[src/rtl/multicycle_ctrl_pkg.sv]
// Shared constants for the multi-cycle RV32I control path:
// immediate formats, opcodes, FSM states and datapath select codes.
package multicycle_ctrl_pkg;

    // Immediate format codes driven to Sign_Extend
    localparam logic [2:0] EXT_IMM_I = 3'd0;
    localparam logic [2:0] EXT_IMM_S = 3'd1;
    localparam logic [2:0] EXT_IMM_B = 3'd2;
    localparam logic [2:0] EXT_IMM_U = 3'd3;
    localparam logic [2:0] EXT_IMM_J = 3'd4;

    // Major opcodes (Ins[6:0])
    localparam logic [6:0] OP_LOAD  = 7'b0000011;
    localparam logic [6:0] OP_STORE = 7'b0100011;
    localparam logic [6:0] OP_R     = 7'b0110011;
    localparam logic [6:0] OP_I     = 7'b0010011;
    localparam logic [6:0] OP_BR    = 7'b1100011;
    localparam logic [6:0] OP_JAL   = 7'b1101111;
    localparam logic [6:0] OP_JALR  = 7'b1100111;
    localparam logic [6:0] OP_LUI   = 7'b0110111;
    localparam logic [6:0] OP_AUIPC = 7'b0010111;

    typedef enum logic [3:0] {
        S_FETCH,
        S_DECODE,
        S_MEMADR,
        S_MEMRD,
        S_MEMWB,
        S_MEMWR,
        S_EXECR,
        S_EXECI,
        S_ALUWB,
        S_BRANCH,
        S_JAL,
        S_LUI
    } state_t;

    // ALUSrcA
    localparam logic [1:0] SRCA_PC    = 2'd0;
    localparam logic [1:0] SRCA_OLDPC = 2'd1;
    localparam logic [1:0] SRCA_RD1   = 2'd2;
    // ALUSrcB
    localparam logic [1:0] SRCB_RD2  = 2'd0;
    localparam logic [1:0] SRCB_IMM  = 2'd1;
    localparam logic [1:0] SRCB_FOUR = 2'd2;
    // ALUOp
    localparam logic [1:0] ALU_ADD   = 2'd0;
    localparam logic [1:0] ALU_SUB   = 2'd1;
    localparam logic [1:0] ALU_FUNCT = 2'd2;
    // ResultSrc
    localparam logic [1:0] RES_ALUOUT    = 2'd0;
    localparam logic [1:0] RES_DATA      = 2'd1;
    localparam logic [1:0] RES_ALURESULT = 2'd2;

endpackage

[src/rtl/multicycle_ctrl_imm_src_dec.sv]
// imm_src_dec: opcode -> immediate format select (combinational).
// Ports: opcode [6:0] in, imm_src [2:0] out. Unknown opcodes map to I.
module imm_src_dec
    import multicycle_ctrl_pkg::*;
(
    input  logic [6:0] opcode,
    output logic [2:0] imm_src
);

    always_comb begin
        imm_src = EXT_IMM_I;
        case (opcode)
            OP_LOAD, OP_I, OP_JALR: imm_src = EXT_IMM_I;
            OP_STORE:               imm_src = EXT_IMM_S;
            OP_BR:                  imm_src = EXT_IMM_B;
            OP_LUI, OP_AUIPC:       imm_src = EXT_IMM_U;
            OP_JAL:                 imm_src = EXT_IMM_J;
            default:                imm_src = EXT_IMM_I;
        endcase
    end

endmodule

[src/rtl/multicycle_ctrl.sv]
// multicycle_ctrl: main FSM of the multi-cycle RV32I core. Sequences
// fetch/decode/execute/mem/writeback, drives datapath selects and write
// enables, and runs the memory request handshake with a wait timeout.
// Ports: clk, rst (sync, active-high); Ins, Zero, mem_ready in;
// mem_req, MemWrite, AdrSrc, IRWrite, PCWrite, RegWrite, ALUSrcA/B,
// ALUOp, ResultSrc, Imm_src, err out.
module multicycle_ctrl
    import multicycle_ctrl_pkg::*;
#(
    parameter int MEM_TIMEOUT = 16
) (
    input  logic        clk,
    input  logic        rst,
    input  logic [31:0] Ins,
    input  logic        Zero,
    input  logic        mem_ready,
    output logic        mem_req,
    output logic        MemWrite,
    output logic        AdrSrc,
    output logic        IRWrite,
    output logic        PCWrite,
    output logic        RegWrite,
    output logic [1:0]  ALUSrcA,
    output logic [1:0]  ALUSrcB,
    output logic [1:0]  ALUOp,
    output logic [1:0]  ResultSrc,
    output logic [2:0]  Imm_src,
    output logic        err
);

    localparam logic [4:0] CNT_LAST = 5'(MEM_TIMEOUT - 1);

    state_t     state, state_next;
    logic [4:0] cnt, cnt_next;
    logic       timeout;
    logic [2:0] imm_dec;
    logic [6:0] opcode;
    logic [2:0] funct3;
    logic       unused_ins;

    assign opcode     = Ins[6:0];
    assign funct3     = Ins[14:12];
    assign unused_ins = ^{Ins[31:15], Ins[11:7]};

    imm_src_dec u_imm_src_dec (
        .opcode  (opcode),
        .imm_src (imm_dec)
    );

    always_ff @(posedge clk) begin
        if (rst) begin
            state <= S_FETCH;
            cnt   <= '0;
        end else begin
            state <= state_next;
            cnt   <= cnt_next;
        end
    end

    always_comb begin
        state_next = state;
        timeout    = 1'b0;
        mem_req    = 1'b0;
        MemWrite   = 1'b0;
        AdrSrc     = 1'b0;
        IRWrite    = 1'b0;
        PCWrite    = 1'b0;
        RegWrite   = 1'b0;
        ALUSrcA    = SRCA_PC;
        ALUSrcB    = SRCB_RD2;
        ALUOp      = ALU_ADD;
        ResultSrc  = RES_ALUOUT;
        Imm_src    = imm_dec;
        err        = 1'b0;

        unique case (state)
            S_FETCH: begin
                mem_req   = 1'b1;
                ALUSrcB   = SRCB_FOUR;
                ResultSrc = RES_ALURESULT;
                if (mem_ready) begin
                    IRWrite    = 1'b1;
                    PCWrite    = 1'b1;
                    state_next = S_DECODE;
                end else if (cnt == CNT_LAST) begin
                    timeout = 1'b1;
                end
            end
            S_DECODE: begin
                ALUSrcA = SRCA_OLDPC;
                ALUSrcB = SRCB_IMM;
                case (opcode)
                    OP_LOAD, OP_STORE: state_next = S_MEMADR;
                    OP_R:              state_next = S_EXECR;
                    OP_I:              state_next = S_EXECI;
                    OP_BR:             state_next = S_BRANCH;
                    OP_JAL:            state_next = S_JAL;
                    OP_LUI:            state_next = S_LUI;
                    default: begin
                        err        = 1'b1;
                        state_next = S_FETCH;
                    end
                endcase
            end
            S_MEMADR: begin
                ALUSrcA    = SRCA_RD1;
                ALUSrcB    = SRCB_IMM;
                state_next = (opcode == OP_STORE) ? S_MEMWR : S_MEMRD;
            end
            S_MEMRD: begin
                mem_req = 1'b1;
                AdrSrc  = 1'b1;
                if (mem_ready) begin
                    state_next = S_MEMWB;
                end else if (cnt == CNT_LAST) begin
                    timeout = 1'b1;
                end
            end
            S_MEMWB: begin
                ResultSrc  = RES_DATA;
                RegWrite   = 1'b1;
                state_next = S_FETCH;
            end
            S_MEMWR: begin
                mem_req  = 1'b1;
                MemWrite = 1'b1;
                AdrSrc   = 1'b1;
                if (mem_ready) begin
                    state_next = S_FETCH;
                end else if (cnt == CNT_LAST) begin
                    timeout = 1'b1;
                end
            end
            S_EXECR, S_EXECI: begin
                ALUSrcA    = SRCA_RD1;
                ALUSrcB    = (state == S_EXECI) ? SRCB_IMM : SRCB_RD2;
                ALUOp      = ALU_FUNCT;
                state_next = S_ALUWB;
            end
            S_ALUWB: begin
                RegWrite   = 1'b1;
                state_next = S_FETCH;
            end
            S_BRANCH: begin
                ALUSrcA    = SRCA_RD1;
                ALUOp      = ALU_SUB;
                // beq/bne only: funct3[0] inverts the sense of Zero
                PCWrite    = (funct3[2:1] == 2'b00) & (Zero ^ funct3[0]);
                state_next = S_FETCH;
            end
            S_JAL: begin
                ALUSrcA    = SRCA_OLDPC;
                ALUSrcB    = SRCB_FOUR;
                PCWrite    = 1'b1;
                state_next = S_ALUWB;
            end
            S_LUI: begin
                // rs1 field is forced to x0 by the datapath: 0 + ImmExt
                ALUSrcA    = SRCA_RD1;
                ALUSrcB    = SRCB_IMM;
                state_next = S_ALUWB;
            end
            default: state_next = S_FETCH;
        endcase

        // Timed-out access: drop the request and restart the fetch
        if (timeout) begin
            mem_req    = 1'b0;
            MemWrite   = 1'b0;
            err        = 1'b1;
            state_next = S_FETCH;
        end

        // Counter restarts on every state entry, including a FETCH retry
        if (timeout || state_next != state) begin
            cnt_next = '0;
        end else if (mem_req && !mem_ready) begin
            cnt_next = cnt + 5'd1;
        end else begin
            cnt_next = cnt;
        end

        if (rst) begin
            mem_req   = 1'b0;
            MemWrite  = 1'b0;
            AdrSrc    = 1'b0;
            IRWrite   = 1'b0;
            PCWrite   = 1'b0;
            RegWrite  = 1'b0;
            ALUSrcA   = SRCA_PC;
            ALUSrcB   = SRCB_RD2;
            ALUOp     = ALU_ADD;
            ResultSrc = RES_ALUOUT;
            Imm_src   = EXT_IMM_I;
            err       = 1'b0;
        end
    end

endmodule

[config.mk]
export PLATFORM = sky130hd
export DESIGN_NAME = multicycle_ctrl
export DESIGN_NICKNAME = d
export VERILOG_FILES = /design/src/rtl/multicycle_ctrl_pkg.sv /design/src/rtl/multicycle_ctrl_imm_src_dec.sv /design/src/rtl/multicycle_ctrl.sv
export SDC_FILE = /design/constraint.sdc
export NUM_CORES = 1
export LEC_CHECK = 0
export BUFFER_PORTS_ARGS = -buffer_cell sky130_fd_sc_hd__buf_2
export CORE_MARGIN = 2
export CORE_UTILIZATION = 25
export DETAILED_ROUTE_END_ITERATION = 12
export GPL_TIMING_DRIVEN = 0
export SETUP_SLACK_MARGIN = 0.05
export SLEW_MARGIN = 30
export SYNTH_ARGS = -nofsm -noshare
export SYNTH_HDL_FRONTEND = slang
export SYNTH_SLANG_ARGS = --single-unit
[constraint.sdc]
create_clock -name clk -period 4.46 [get_ports clk]
set_input_delay 0.446 -clock clk [delete_from_list [all_inputs] [get_ports clk]]
set_output_delay 0.446 -clock clk [all_outputs]
set_load 0.005 [all_outputs]
==> results.json <==
{
  "outcome": "finished clean",
  "ys_warn_count": 0,
  "fmax_mhz": 389,
  "postCtsHoldBufs": 0,
  "yosys-top-cells-count": "19 x nor2_1, 14 x nor3_1, 12 x a21oi_1, 11 x nand2_1",
  "clkLatencyLatePin_ps": 240,
  "core-area_mm2": 0.00466,
  "rows": 25,
  "synth_most_common_cell": "nor2_1",
  "async_flop_share": 0,
  "final_cells": 250,
  "post-route-drc-count": 0,
  "gr-usage-all-layers": 0.129,
  "crit_path_max_incr_delay_ps": 530,
  "clk_pin_slew_worst_paths_ps": 50,
  "synthTopCellsByArea": "dfxtp_1 15%, nor2_1 6.0%, nor3_1 5.9%",
  "grt_overflow": 0,
  "initial_utilization": 0.255,
  "synth_top_area_frac": 0.152,
  "dp_cells": 246,
  "grt_max_degree": 11,
  "grt_pass1_vias": 1166,
  "synthesis.area_mm2": 0.00119,
  "drive_gt1_frac": 0.255,
  "fin_crit_ps": 2570,
  "gp_congestion": 0.913,
  "diodes": 0,
  "end_kind": "primary output",
  "slew_headroom": 0.507,
  "areaGrowthSynthToFinish_pct": 21.3,
  "synth_enable_flop_cells": 0,
  "clock_path_buffers": 2,
  "wire_per_inst_um": 13.2,
  "ys_seq_elements": 9,
  "ir_drop_mv": 0.0922,
  "crit_path_top_delay_cell": "dfxtp_1",
  "cts_tree": "yes",
  "post_cts_resized": 0,
  "hold_viol": 0,
  "wl_um": 3310,
  "cts_buffers": 3,
  "p_total_mw": 0.249,
  "fin_setup_tns_ps": 0,
  "start_kind": "flop",
  "die_width_um": 72.9,
  "synth_flop_cell": "dfxtp_1",
  "synth.largest_area_cell": "dfxtp_1",
  "avgSynthCellArea_um2": 7.24,
  "vias_per_cell": 5.31,
  "portBuffers": 28,
  "cp.arrival_ps": 2120,
  "grt_first_pass_wirelength_um": 5440,
  "slew_violations": 0,
  "ios": 54,
  "cp_max_fo": 10,
  "nFillCells": 496,
  "fin_nets": 235,
  "vias": 1328,
  "tightest_slew_ps": 734,
  "fin_area_mm2": 0.00144,
  "fin_crit_sh": 0.576,
  "die_h_um": 72.9,
  "place_area_mm2": 0.00140,
  "hpwlAfterDp_um": 2560,
  "antenna_found_initial": 0,
  "cts_max_level": 1,
  "synth.net_count": 202,
  "ant_nets": 0,
  "crit_chain": "buf_6 > clkbuf_1 > mux2_2 > o22a_1 > nor2_1 > buf_2",
  "worst_ep_required_time_ps": 4010,
  "rsz0062_at_grt": "no",
  "setup_viol": 0,
  "post_cts_buffers": 0,
  "leakagePower_nw": 0.600,
  "skew_ps": 2.48,
  "clock_sinks": 9,
  "synth_cell_type_count": 52,
  "maxCapViolCount": 0,
  "drt_first_pass_iters": 6,
  "cts_root_buf": "clkbuf_8",
  "power_density_mw_per_mm2": 173,
  "dr.first_iter.drc_count": 105,
  "synth_cells": 164,
  "path_class": "flop to primary output",
  "fin_util": 0.309,
  "worstHoldPathType": "flop to flop",
  "seq_area_frac_synth": 0.152,
  "die-area_mm2": 0.00532
}
## power breakdown
group | leakage, nW | switching [mW] | internal, mW
Clock | 0.0228 | 0.0342 | 0.0624
Sequential | 0.0729 | 0.00269 | 0.0823
Combinational | 0.505 | 0.0383 | 0.0295
Total | 0.600 | 0.0752 | 0.174
## final cells by class
class | count | area [um^2] | share of cell area
buffer | 14 | 85.1 | 0.0591
clock buffer | 4 | 45.0 | 0.0313
inverter | 4 | 15.0 | 0.0104
multi-input combinational | 137 | 907 | 0.630
sequential | 9 | 180 | 0.125
tap | 54 | 67.6 | 0.0469
timing repair buffer | 28 | 140 | 0.0973
## worst paths after layout
| check | start | endpoint | slack, ps | depth (start not counted) |
|---|---|---|---|---|
| setup / recovery | state[0]$_SDFF_PP0_ | ALUSrcB[0] | 1890 | 6 |
| hold / removal | cnt[3]$_SDFFE_PP0P_ | cnt[3]$_SDFFE_PP0P_ | 540 | 2 |
| setup reg to reg | cnt[0]$_SDFFE_PP0P_ | cnt[4]$_SDFFE_PP0P_ | 2320 | 7 |
| hold reg to reg | cnt[3]$_SDFFE_PP0P_ | cnt[3]$_SDFFE_PP0P_ | 540 | 2 |
## cells by family after synthesis
group | synth area share
simple gates | 0.433
compound gates | 0.223
buf+inv | 0.0843
flops | 0.152
xor+xnor | 0.0516
mux | 0.0348
fa+ha+maj | 0.0211
## placed cells by master, fill, tap and decap left out, drive strengths merged, types with 4 or more instances in the layout
master	n
nor4b	5
clkbuf	7
buf	39
inv	4
nor3	14
xnor2	5
nor4	6
a21oi	12
o21ai	5
dfxtp	9
nand2	11
nand2b	10
nor2	19
## critical path: cells and delay by family, from the launching register on
| kind | cells | cell delay [ps] |
|---|---|---|
| simple gates | 1 | 80 |
| buf+inv | 3 | 690 |
| mux | 1 | 390 |
| compound gates | 1 | 190 |
| flops | 1 | 530 |
## per-layer routing
| layer | routed length (um) | global-route usage | share of wire | vias up |
|---|---|---|---|---|
| met5 | 0 | 0 | 0 | - |
| met4 | 56 | 0.0432 | 0.017 | 0 |
| met3 | 146 | 0.0345 | 0.044 | 7 |
| met2 | 1510 | 0.200 | 0.46 | 33 |
| met1 | 1600 | 0.173 | 0.48 | 613 |
| li1 | - | - | - | 675 |
## sequential cells by signal, indices dropped and copies added, names as in the netlist
name and cells:
cnt 5, state 4
## metrics by stage
step | hold slack (ps) | setup slack (ps)
floorplan | 508 | 2500
global placement | 529 | 2160
detailed placement | 531 | 2150
CTS | 542 | 1890
global route | 580 | 1800
finish | 544 | 1890
Note: power is estimated with default switching activity, not from simulation.
